File: src/rtl/rgbw_pkg.sv
// ============================================================================
// Module   : rgbw_pkg
// Purpose  : Shared constants and FSM state type for the RGBW register bank.
// Revision : 1.0 - initial release
// ============================================================================
`default_nettype none

package rgbw_pkg;

    localparam int CH_LINT     = 0;
    localparam int CH_RED      = 1;
    localparam int CH_GREEN    = 2;
    localparam int CH_BLUE     = 3;
    localparam int CH_COLORIDX = 4;
    localparam int CH_MODE     = 5;
    localparam int CH_WHITE    = 6;

    localparam int HDR_WR_BIT  = 7;
    localparam int HDR_ADDR_W  = 7;

    typedef enum logic [1:0] {
        IDLE    = 2'd0,
        WRITE   = 2'd1,
        DISCARD = 2'd2
    } frame_state_t;

endpackage

`default_nettype wire

File: src/rtl/rgbw_reg_bank_if.sv
// ============================================================================
// Module   : rgbw_reg_bank_if
// Purpose  : SPI slave byte stream (byte, strobe, frame end) into the bank.
// Revision : 1.0 - initial release
// ============================================================================
`default_nettype none

interface rgbw_reg_bank_if;
    logic [7:0] rx_data;
    logic       rx_valid;
    logic       frame_end;

    modport master (output rx_data, output rx_valid, output frame_end);
    modport slave  (input  rx_data, input  rx_valid, input  frame_end);
endinterface

`default_nettype wire

File: src/rtl/rgbw_frame_fsm.sv
// ============================================================================
// Module   : rgbw_frame_fsm
// Purpose  : Header decode, write pointer, sticky error and commit request.
//            Macro RGBW_SHADOW_COMMIT_EN selects commit-at-frame-end.
// Revision : 1.0 - initial release
// ============================================================================
`default_nettype none

module rgbw_frame_fsm
    import rgbw_pkg::*;
#(
    parameter int NUM_CH = 7
)
(
    input  wire logic                  clk,
    input  wire logic                  rst_n,
    input  wire logic [7:0]            rx_data,
    input  wire logic                  rx_valid,
    input  wire logic                  frame_end,
    output logic                       wr_en,
    output logic [HDR_ADDR_W-1:0]      wr_idx,
    output logic                       commit_req,
    output logic                       err
);

    localparam logic [HDR_ADDR_W-1:0] c_last_idx = HDR_ADDR_W'(NUM_CH - 1);

    frame_state_t          r_state, w_state_nxt;
    logic [HDR_ADDR_W-1:0] r_ptr, w_ptr_nxt;
    logic                  r_err, w_err_nxt;
    logic [HDR_ADDR_W-1:0] w_addr;

    assign w_addr = rx_data[HDR_ADDR_W-1:0];

    always_ff @(posedge clk or negedge rst_n) begin
        if (!rst_n) begin
            r_state <= IDLE;
            r_ptr   <= '0;
            r_err   <= 1'b0;
        end else begin
            r_state <= w_state_nxt;
            r_ptr   <= w_ptr_nxt;
            r_err   <= w_err_nxt;
        end
    end

    always_comb begin
        w_state_nxt = r_state;
        w_ptr_nxt   = r_ptr;
        w_err_nxt   = r_err;
        wr_en       = 1'b0;
        case (r_state)
            IDLE: begin
                if (rx_valid) begin
                    if (rx_data[HDR_WR_BIT] && (w_addr <= c_last_idx)) begin
                        w_ptr_nxt   = w_addr;
                        w_state_nxt = WRITE;
                        w_err_nxt   = 1'b0;
                    end else begin
                        w_state_nxt = DISCARD;
                        w_err_nxt   = rx_data[HDR_WR_BIT];
                    end
                end
            end
            WRITE: begin
                if (rx_valid) begin
                    wr_en     = 1'b1;
                    w_ptr_nxt = r_ptr + 1'b1;
                    // No wrap: the burst ends at the last channel.
                    if (r_ptr == c_last_idx) begin
                        w_state_nxt = DISCARD;
                    end
                end
            end
            DISCARD: begin
                if (rx_valid) begin
                    w_err_nxt = 1'b1;
                end
            end
            default: w_state_nxt = IDLE;
        endcase
        if (frame_end) begin
            w_state_nxt = IDLE;
        end
    end

    assign wr_idx = r_ptr;
    assign err    = r_err;

`ifdef RGBW_SHADOW_COMMIT_EN
    logic r_dirty;

    always_ff @(posedge clk or negedge rst_n) begin
        if (!rst_n) begin
            r_dirty <= 1'b0;
        end else if (frame_end) begin
            r_dirty <= 1'b0;
        end else if (wr_en) begin
            r_dirty <= 1'b1;
        end
    end

    // A byte arriving with frame_end is part of this commit.
    assign commit_req = frame_end & (r_dirty | wr_en);
`else
    assign commit_req = wr_en;
`endif

endmodule

`default_nettype wire

File: src/rtl/rgbw_reg_bank.sv
// ============================================================================
// Module   : rgbw_reg_bank
// Purpose  : Framed SPI write decode into NUM_CH channel registers with
//            registered readback. Macro RGBW_SHADOW_COMMIT_EN enables the
//            shadow bank with atomic update at frame end.
// Revision : 1.0 - initial release
// ============================================================================
`default_nettype none

module rgbw_reg_bank
    import rgbw_pkg::*;
#(
    parameter int                NUM_CH    = 7,
    parameter int                DATA_W    = 8,
    parameter logic [DATA_W-1:0] RESET_VAL = '0
)
(
    input  wire logic                       clk,
    input  wire logic                       rst_n,
    rgbw_reg_bank_if.slave                  rx,
    input  wire logic [7:0]                 rd_sel,
    output logic [DATA_W-1:0]               rd_data,
    output logic [NUM_CH*DATA_W-1:0]        ch_flat,
    output logic                            commit,
    output logic                            err
);

    logic                  w_wr_en;
    logic [HDR_ADDR_W-1:0] w_wr_idx;
    logic                  w_commit_req;
    logic [DATA_W-1:0]     w_byte;
    logic [DATA_W-1:0]     w_rd_mux;

    assign w_byte = DATA_W'(rx.rx_data);

    rgbw_frame_fsm #(
        .NUM_CH     (NUM_CH)
    ) u_fsm (
        .clk        (clk),
        .rst_n      (rst_n),
        .rx_data    (rx.rx_data),
        .rx_valid   (rx.rx_valid),
        .frame_end  (rx.frame_end),
        .wr_en      (w_wr_en),
        .wr_idx     (w_wr_idx),
        .commit_req (w_commit_req),
        .err        (err)
    );

    for (genvar i = 0; i < NUM_CH; i++) begin : g_ch
        logic              w_hit;
        logic [DATA_W-1:0] r_active;

        assign w_hit = w_wr_en && (w_wr_idx == HDR_ADDR_W'(i));

`ifdef RGBW_SHADOW_COMMIT_EN
        logic [DATA_W-1:0] r_shadow;
        logic [DATA_W-1:0] w_shadow_nxt;

        assign w_shadow_nxt = w_hit ? w_byte : r_shadow;

        always_ff @(posedge clk or negedge rst_n) begin
            if (!rst_n) begin
                r_shadow <= RESET_VAL;
                r_active <= RESET_VAL;
            end else begin
                r_shadow <= w_shadow_nxt;
                if (w_commit_req) begin
                    r_active <= w_shadow_nxt;
                end
            end
        end
`else
        always_ff @(posedge clk or negedge rst_n) begin
            if (!rst_n) begin
                r_active <= RESET_VAL;
            end else if (w_hit) begin
                r_active <= w_byte;
            end
        end
`endif

        assign ch_flat[i*DATA_W +: DATA_W] = r_active;
    end

    always_comb begin
        w_rd_mux = '0;
        for (int i = 0; i < NUM_CH; i++) begin
            if (rd_sel == 8'(i)) begin
                w_rd_mux = ch_flat[i*DATA_W +: DATA_W];
            end
        end
    end

    always_ff @(posedge clk or negedge rst_n) begin
        if (!rst_n) begin
            rd_data <= RESET_VAL;
            commit  <= 1'b0;
        end else begin
            rd_data <= w_rd_mux;
            commit  <= w_commit_req;
        end
    end

endmodule

`default_nettype wire

File: src/flat_wrapper.sv
// flat-port wrapper written by rule: the top's interface ports become plain ports
module rgbw_reg_bank_flat import rgbw_pkg::*;
#(
    parameter int                NUM_CH    = 7,
    parameter int                DATA_W    = 8,
    parameter logic [DATA_W-1:0] RESET_VAL = '0
)
  (clk, rst_n, rd_sel, rd_data, ch_flat, commit, err, rx_rx_data, rx_rx_valid, rx_frame_end);
  rgbw_reg_bank_if rx_i ();
  input  wire logic clk;
  input  wire logic rst_n;
  input  wire logic [7:0] rd_sel;
  output logic [DATA_W-1:0] rd_data;
  output logic [NUM_CH*DATA_W-1:0] ch_flat;
  output logic commit;
  output logic err;
  input wire logic [$bits(rx_i.rx_data)-1:0] rx_rx_data;
  input wire logic [$bits(rx_i.rx_valid)-1:0] rx_rx_valid;
  input wire logic [$bits(rx_i.frame_end)-1:0] rx_frame_end;
  assign rx_i.rx_data = rx_rx_data;
  assign rx_i.rx_valid = rx_rx_valid;
  assign rx_i.frame_end = rx_frame_end;
  rgbw_reg_bank #(.NUM_CH(NUM_CH), .DATA_W(DATA_W), .RESET_VAL(RESET_VAL)) u_core (.clk(clk), .rst_n(rst_n), .rx(rx_i), .rd_sel(rd_sel), .rd_data(rd_data), .ch_flat(ch_flat), .commit(commit), .err(err));
endmodule
File: config.mk
export PLATFORM = sky130hd
export DESIGN_NAME = rgbw_reg_bank_flat
export DESIGN_NICKNAME = d
export VERILOG_FILES = /design/src/rtl/rgbw_pkg.sv /design/src/rtl/rgbw_reg_bank_if.sv /design/src/rtl/rgbw_frame_fsm.sv /design/src/rtl/rgbw_reg_bank.sv /design/src/flat_wrapper.sv
export SDC_FILE = /design/constraint.sdc
export NUM_CORES = 1
export LEC_CHECK = 0
export ABC_AREA = 1
export BUFFER_PORTS_ARGS = -buffer_cell sky130_fd_sc_hd__buf_2
export CORE_MARGIN = 2
export CORE_UTILIZATION = 30
export CTS_CLUSTER_SIZE = 25
export DETAILED_ROUTE_END_ITERATION = 16
export MAX_ROUTING_LAYER = met4
export REMOVE_ABC_BUFFERS = 1
export SLEW_MARGIN = 20
export SYNTH_ARGS = -nofsm -noshare
export SYNTH_HDL_FRONTEND = slang
export SYNTH_HIERARCHICAL = 1
export SYNTH_SLANG_ARGS = --single-unit
File: constraint.sdc
create_clock -name clk -period 5.8 [get_ports clk]
set_input_delay 1.16 -clock clk [delete_from_list [all_inputs] [get_ports clk]]
set_output_delay 1.16 -clock clk [all_outputs]
set_load 0.005 [all_outputs]
==> metrics.yaml, run 1 <==
netlist.area_leader.share: 0.522
wl_mm: 9.99
die_h_um: 113
io_pins: 86
ys_ff_latch: 75
grt_pass1_vias: 3039
setup_violations: 0
hold_violations: 0
cts_tree: "yes"
fin_setup_tns_ns: 0
grt_remaining_overflow: 0
cts.sinks: 75
row_count: 39
layout-drive-gt1-share: 0.240
worstHoldPathType: "register to register"
required_ns: 6.06
yosysSeqAreaShare: 0.522
max_freq_ghz: 0.428
synth_top_area_cell: "dfrtp_1"
power_switching_uw: 650
cts_hold_buffers: 0
drt_iter0_drc: 236
critPathMaxFanout: 19
slew_headroom: 0.354
power_frac_seq: 0.446
die-width_um: 113
synth.distinct_cells: 28
yosys-top-cells-area: "dfrtp_1, nand2_1, nand3_1"
dr.pass1.iters: 5
intPower_uw: 1210
post-cts-setup-buffers: 0
setup_slack_ns: 3.46
p_leak_uw: 0.00230
grt_max_degree: 76
yosysWarnings: 6
arrival_ns: 2.60
cts_max_level: 3
syn_inst: 437
fin_crit_ns: 2.34
die_area_mm2: 0.0129
nFillCells: 1189
pre_cts_slack_ns: 3.14
power_density_mw_per_mm2: 421
synth-main-ff-cell: "dfrtp_1"
async_reset_ff_frac: 1.00
routed_via_density: 4.87
finalHoldWorstSlack_ns: 0.510
endpoint_kind: "register"
rsz0062_at_grt: "false"
cts_resized: 0
grt_first_pass_wirelength_mm: 15.8
skew_ns: 0.00645
synth_commonest_cells: "nand2_1, dfrtp_1, nor2_1, nand3_1, inv_1"
switching_share: 0.349
syn_area_mm2: 0.00359
wire_per_inst_um: 14.9
fin_total_pwr_uw: 1860
pwr-share-comb: 0.262
worstMarginPinSlew_ns: 0.969
critPathLaunchType: "input pin"
clockBufferDepth: 2
io_buffers: 85
n_antenna_cell: 0
postRouteAntennaNets: 0
drv_cap: 0
cts_buffers: 9
area_growth_pct: 23.1
dp.cells: 657
clkLatencyLatePin_ns: 0.33
crit_type: "input pin to register"
coreArea_mm2: 0.0116
p_clk_frac: 0.293
finalCritPeriodShare: 0.403
yosysMostFrequentCell: "nand2_1"
synth_edf_count: 0
slowest_delay_ns: 0.44
ir_worst_vdd_mv: 0.189
post-route-drc-count: 0
fin_nets: 547
slew_violations: 0
path_clk_slew_ns: 0.06
fin_cells: 672
place_hpwl_mm: 7.32
start_util: 0.311
path_cells: "buf_2 -> nor2_1 -> nand2_1 -> inv_2 -> nand3_1 -> nor2_1 -> nand2_1 -> nand4_1"
antenna_found_initial: 0
num_vias: 3271
slowest_stage: "nor2_1"
grt.total_usage: 0.163
status: "completed"
clock_tree.root_cell: "clkbuf_16"
avgSynthCellArea_um2: 8.23
gp_congestion: 0.809
-- sequential cells by signal, summed over array words and instances, names as in the netlist --
| signal | cells |
|---|---|
| u_core/u_fsm/r_state | 2 |
| u_core/u_fsm/wr_idx | 7 |
| u_core/rd_data | 8 |
| u_core/commit | 1 |
| u_core/u_fsm/err | 1 |
| u_core/g_ch.r_active | 56 |
-- worst max-delay path, delay by kind of cell --
family | cells | cell delay, ns
buf+inv | 2 | 0.36
simple gates | 6 | 1.08
-- worst paths after layout --
kind	from	to	slack, ns	depth (start not counted)
worst min-delay path	u_core/g_ch[4].r_active[2]	u_core/g_ch[4].r_active[2]	0.51	2
worst min register to register	u_core/g_ch[4].r_active[2]	u_core/g_ch[4].r_active[2]	0.51	2
min in group asynchronous	rst_n	u_core/u_fsm/err	1.06	2
worst max-delay path	rd_sel[7]	u_core/rd_data[3]	3.46	8
worst max register to register	u_core/u_fsm/r_state[1]	u_core/g_ch[0].r_active[1]	3.78	8
max in group asynchronous	rst_n	u_core/g_ch[5].r_active[4]	4.11	2
-- kinds of logic (layout without fill, tap and decap cells) --
logic type	after synthesis	in the layout	share of synthesized area
compound gates	68	68	0.105
flops	75	75	0.522
simple gates	244	244	0.303
buf+inv	48	140	0.0630
fa+ha+maj	2	2	0.00696
-- placed cells by master, fill, tap and decap left out --
cell | synthesis | final
a21oi_1 | 4 | 4
buf_2 | 4 | 85
buf_4 | 1 | 1
bufinv_16 | 0 | 1
clkbuf_16 | 0 | 9
clkinv_1 | 1 | 1
clkinv_2 | 0 | 2
clkinv_4 | 0 | 2
dfrtp_1 | 75 | 75
ha_1 | 2 | 2
inv_1 | 33 | 33
inv_2 | 3 | 3
inv_4 | 1 | 1
inv_6 | 1 | 2
nand2_1 | 135 | 135
nand2_2 | 4 | 4
nand2_4 | 1 | 1
nand3_1 | 40 | 40
nand3_2 | 1 | 1
nand4_1 | 11 | 11
nor2_1 | 44 | 44
nor2_2 | 2 | 2
nor2_8 | 2 | 2
nor3_1 | 1 | 1
nor3_2 | 1 | 1
nor4_2 | 1 | 1
nor4_4 | 1 | 1
o21ai_0 | 27 | 27
o21ai_1 | 26 | 26
o21ai_2 | 8 | 8
o21bai_1 | 3 | 3
-- metal layers --
layer,global-route usage,up-vias,share of wire
met5,-,-,0
met4,0.0390,0,0.0075
met3,0.0377,6,0.064
met2,0.269,111,0.50
met1,0.206,1549,0.43
li1,-,1605,-
-- power by group through the flow --
stage / Sequential (µW) / Combinational, µW / Clock (µW)
5_1_grt: 855 / 560 / 582
4_1_cts: 832 / 497 / 561
6_report: 831 / 488 / 546
3_5_place_dp: 840 / 496 / 0
2_1_floorplan: 814 / 277 / 0
3_3_place_gp: 835 / 483 / 0
-- metrics by stage --
stage          utilization  instance area, µm²
2_1_floorplan            -                3520
3_3_place_gp         0.357                4130
3_5_place_dp         0.357                4130
4_1_cts              0.383                4430
5_1_grt              0.383                4430
6_report             0.383                4430
-- final cells by class --
type / instances / area [µm²] / share of cell area
repair buffers: 86 / 433 / 0.0978
multi-input cells: 314 / 1490 / 0.337
clock buffers: 9 / 225 / 0.0509
clock inverters: 6 / 66.3 / 0.0150
inverters: 39 / 154 / 0.0348
flip-flops and latches: 75 / 1880 / 0.424
well taps: 143 / 179 / 0.0404
Power figures use the tool's default switching activity.
==> run 2: changes to the inputs <==
--- a/config.mk
+++ b/config.mk
@@ -5,7 +5,7 @@
 export SDC_FILE = /design/constraint.sdc
 export NUM_CORES = 1
 export LEC_CHECK = 0
-export ABC_AREA = 1
+export ABC_AREA = 0
 export BUFFER_PORTS_ARGS = -buffer_cell sky130_fd_sc_hd__buf_2
 export CORE_MARGIN = 2
 export CORE_UTILIZATION = 30
==> constraint.sdc (replaced) <==
create_clock -name clk -period 2.4 [get_ports clk]
set_input_delay 0.48 -clock clk [delete_from_list [all_inputs] [get_ports clk]]
set_output_delay 0.48 -clock clk [all_outputs]
set_load 0.005 [all_outputs]
==> run 2 against run 1 <==
Final cell count down 23%. Hold slack lost 0.40 ns. Die area shrank 0.14%. Critical endpoint is now u_core/g_ch[3].r_active[6]. Largest cell class unchanged.
==> metrics.yaml, run 2 <==
pre_cts_slack_ns: 0.199
start_util: 0.310
finalCritPeriodShare: 0.907
wl_mm: 9.55
path_clk_slew_ns: 0.06
slew_violations: 0
die_area_mm2: 0.0129
power_density_mw_per_mm2: 663
synth_commonest_cells: "dfrtp_1, mux2_2, nand3_1, nor2_1"
netlist.area_leader.share: 0.523
dr.pass1.iters: 4
io_pins: 86
slew_headroom: 0.496
cts_hold_buffers: 0
fin_total_pwr_uw: 3040
critPathMostFrequentCell: "nor4b_4"
num_vias: 2673
gp_congestion: 0.833
yosysMostFrequentCell: "dfrtp_1"
grt_max_degree: 42
slowest_delay_ns: 0.55
crit_buf_inv: 2
row_count: 39
intPower_uw: 2340
grt_pass1_vias: 2662
post-route-drc-count: 0
setup_slack_ns: 0.224
hold_violations: 0
yosysSeqAreaShare: 0.523
crit_cells: 6
endpoint_kind: "register"
power_switching_uw: 707
postRouteAntennaNets: 0
antenna_found_initial: 0
fin_setup_tns_ns: 0
grt_remaining_overflow: 0
fin_nets: 393
io_buffers: 85
place_hpwl_mm: 7.06
r2r_setup_slack_ns: 0.22
drv_cap: 0
synth_edf_count: 0
die-width_um: 113
drt_iter0_drc: 250
async_reset_ff_frac: 1.00
rsz0062_at_grt: "false"
synth_top_area_cell: "dfrtp_1"
status: "completed"
p_clk_frac: 0.470
path_cells: "nand3b_1 -> inv_1 -> nor4b_4 -> nor4b_4 -> buf_4 -> mux2_2"
cts_tree: "yes"
die_h_um: 113
post-cts-setup-buffers: 0
r2r_cells: 6
syn_inst: 269
coreArea_mm2: 0.0116
required_ns: 2.61
cts_max_level: 3
p_leak_uw: 0.00233
worstHoldPathType: "input pin to async pin"
cts_buffers: 9
cts.sinks: 75
ys_ff_latch: 75
area_growth_pct: 28.0
ir_worst_vdd_mv: 0.373
grt_first_pass_wirelength_mm: 15.0
crit_type: "register to register"
skew_ns: 0.00745
syn_area_mm2: 0.00359
synth.distinct_cells: 41
setup_violations: 0
critPathLaunchType: "register"
pwr-share-comb: 0.077
cts_resized: 0
max_freq_ghz: 0.460
cp_top_family: "simple AND/OR/NAND/NOR gates"
rr_startpoint: "u_core/u_fsm/r_state[0]"
yosysWarnings: 6
grt.total_usage: 0.158
cp-endpoint: "u_core/g_ch[3].r_active[6]"
final_cell_mix: "buf_2, dfrtp_1, mux2_2"
routed_via_density: 5.16
critPathMaxFanout: 10
n_antenna_cell: 0
clkLatencyLatePin_ns: 0.33
switching_share: 0.232
largest-register: "u_core/g_ch.r_active"
slowest_stage: "dfrtp_1"
final_common_cell: "buf_2"
clock_tree.root_cell: "clkbuf_16"
crit_start: "u_core/u_fsm/r_state[0]"
fin_crit_ns: 2.18
clockBufferDepth: 2
avgSynthCellArea_um2: 13.3
yosys-top-cells-area: "dfrtp_1, mux2_2, mux4_2"
arrival_ns: 2.38
synth-main-ff-cell: "dfrtp_1"
r2r-end: "u_core/g_ch[3].r_active[6]"
layout-drive-gt1-share: 0.512
wire_per_inst_um: 18.4
worstMarginPinSlew_ns: 0.745
power_frac_seq: 0.453
largest_reg_flops: 56
[run 2: cell count changes after synthesis, moves of 10 or more]
cell,change
nand2_1,-128
mux2_2,+60
nor2_1,-33
nand3_1,-29
o21ai_1,-26
inv_1,-24
o21ai_0,-18
nand4_1,-10
[run 2: worst register-to-register path, stage by stage (launching register included)]
cell and delay [ns]:
dfrtp_1 0.55, nand3b_1 0.18, inv_1 0.15, nor4b_4 0.36
nor4b_4 0.26, buf_4 0.21, mux2_2 0.35
[run 2: worst min path at each step]
stage          start                          to  depth (start not counted)
2_1_floorplan  rst_n               u_core/commit                          0
3_3_place_gp   rst_n  u_core/g_ch[0].r_active[5]                          1
3_5_place_dp   rst_n  u_core/g_ch[0].r_active[5]                          1
4_1_cts        rst_n  u_core/g_ch[0].r_active[5]                          1
5_1_grt        rst_n  u_core/g_ch[0].r_active[5]                          1
6_report       rst_n  u_core/g_ch[0].r_active[5]                          1
[run 2: layout make-up]
| type | instances | area (µm²) |
|---|---|---|
| Sequential cell | 75 | 1880 |
| Tap cell | 143 | 179 |
| Fill cell | 1080 | 6970 |
| Inverter | 9 | 33.8 |
| Timing Repair Buffer | 99 | 546 |
| Clock buffer | 10 | 239 |
| Multi-Input combinational cell | 177 | 1640 |
| Clock inverter | 5 | 77.6 |
[run 2: through the flow]
stage | std cells | utilization | area, µm² | hold slack, ns
floorplan | 261 | - | 3550 | 0.184
global placement | 503 | 0.370 | 4280 | 0.470
detailed placement | 503 | 0.370 | 4280 | 0.472
CTS | 518 | 0.397 | 4590 | 0.121
global route | 518 | 0.397 | 4590 | 0.136
finish | 518 | 0.397 | 4590 | 0.113
[run 2: metal layers]
layer | routed length, µm | part of all wire | global-route usage
met3 | 552 | 0.058 | 0.0430
met1 | 4500 | 0.47 | 0.216
met2 | 4430 | 0.46 | 0.234
met5 | 0 | 0 | -
met4 | 71 | 0.0074 | 0.0382
[run 2: power groups by stage]
stage | sequential, µW | combinational [µW] | clock (µW)
after floorplan | 1380 | 113 | 0
after global placement | 1400 | 234 | 0
after detailed placement | 1400 | 237 | 0
after CTS | 1380 | 239 | 1460
after global routing | 1390 | 259 | 1520
final | 1380 | 234 | 1430
[run 2: kinds of logic (layout without fill, tap and decap cells)]
kind of cell               after synthesis  count (layout)  share of synthesized area
DFF                                     75              75                      0.523
muxes                                   73              73                      0.253
and+or+nand+nor                         66              66                      0.124
AOI/OAI and AO/OA                       36              36                     0.0732
buffers and inverters                   17             123                     0.0199
adders and majority gates                2               2                    0.00697
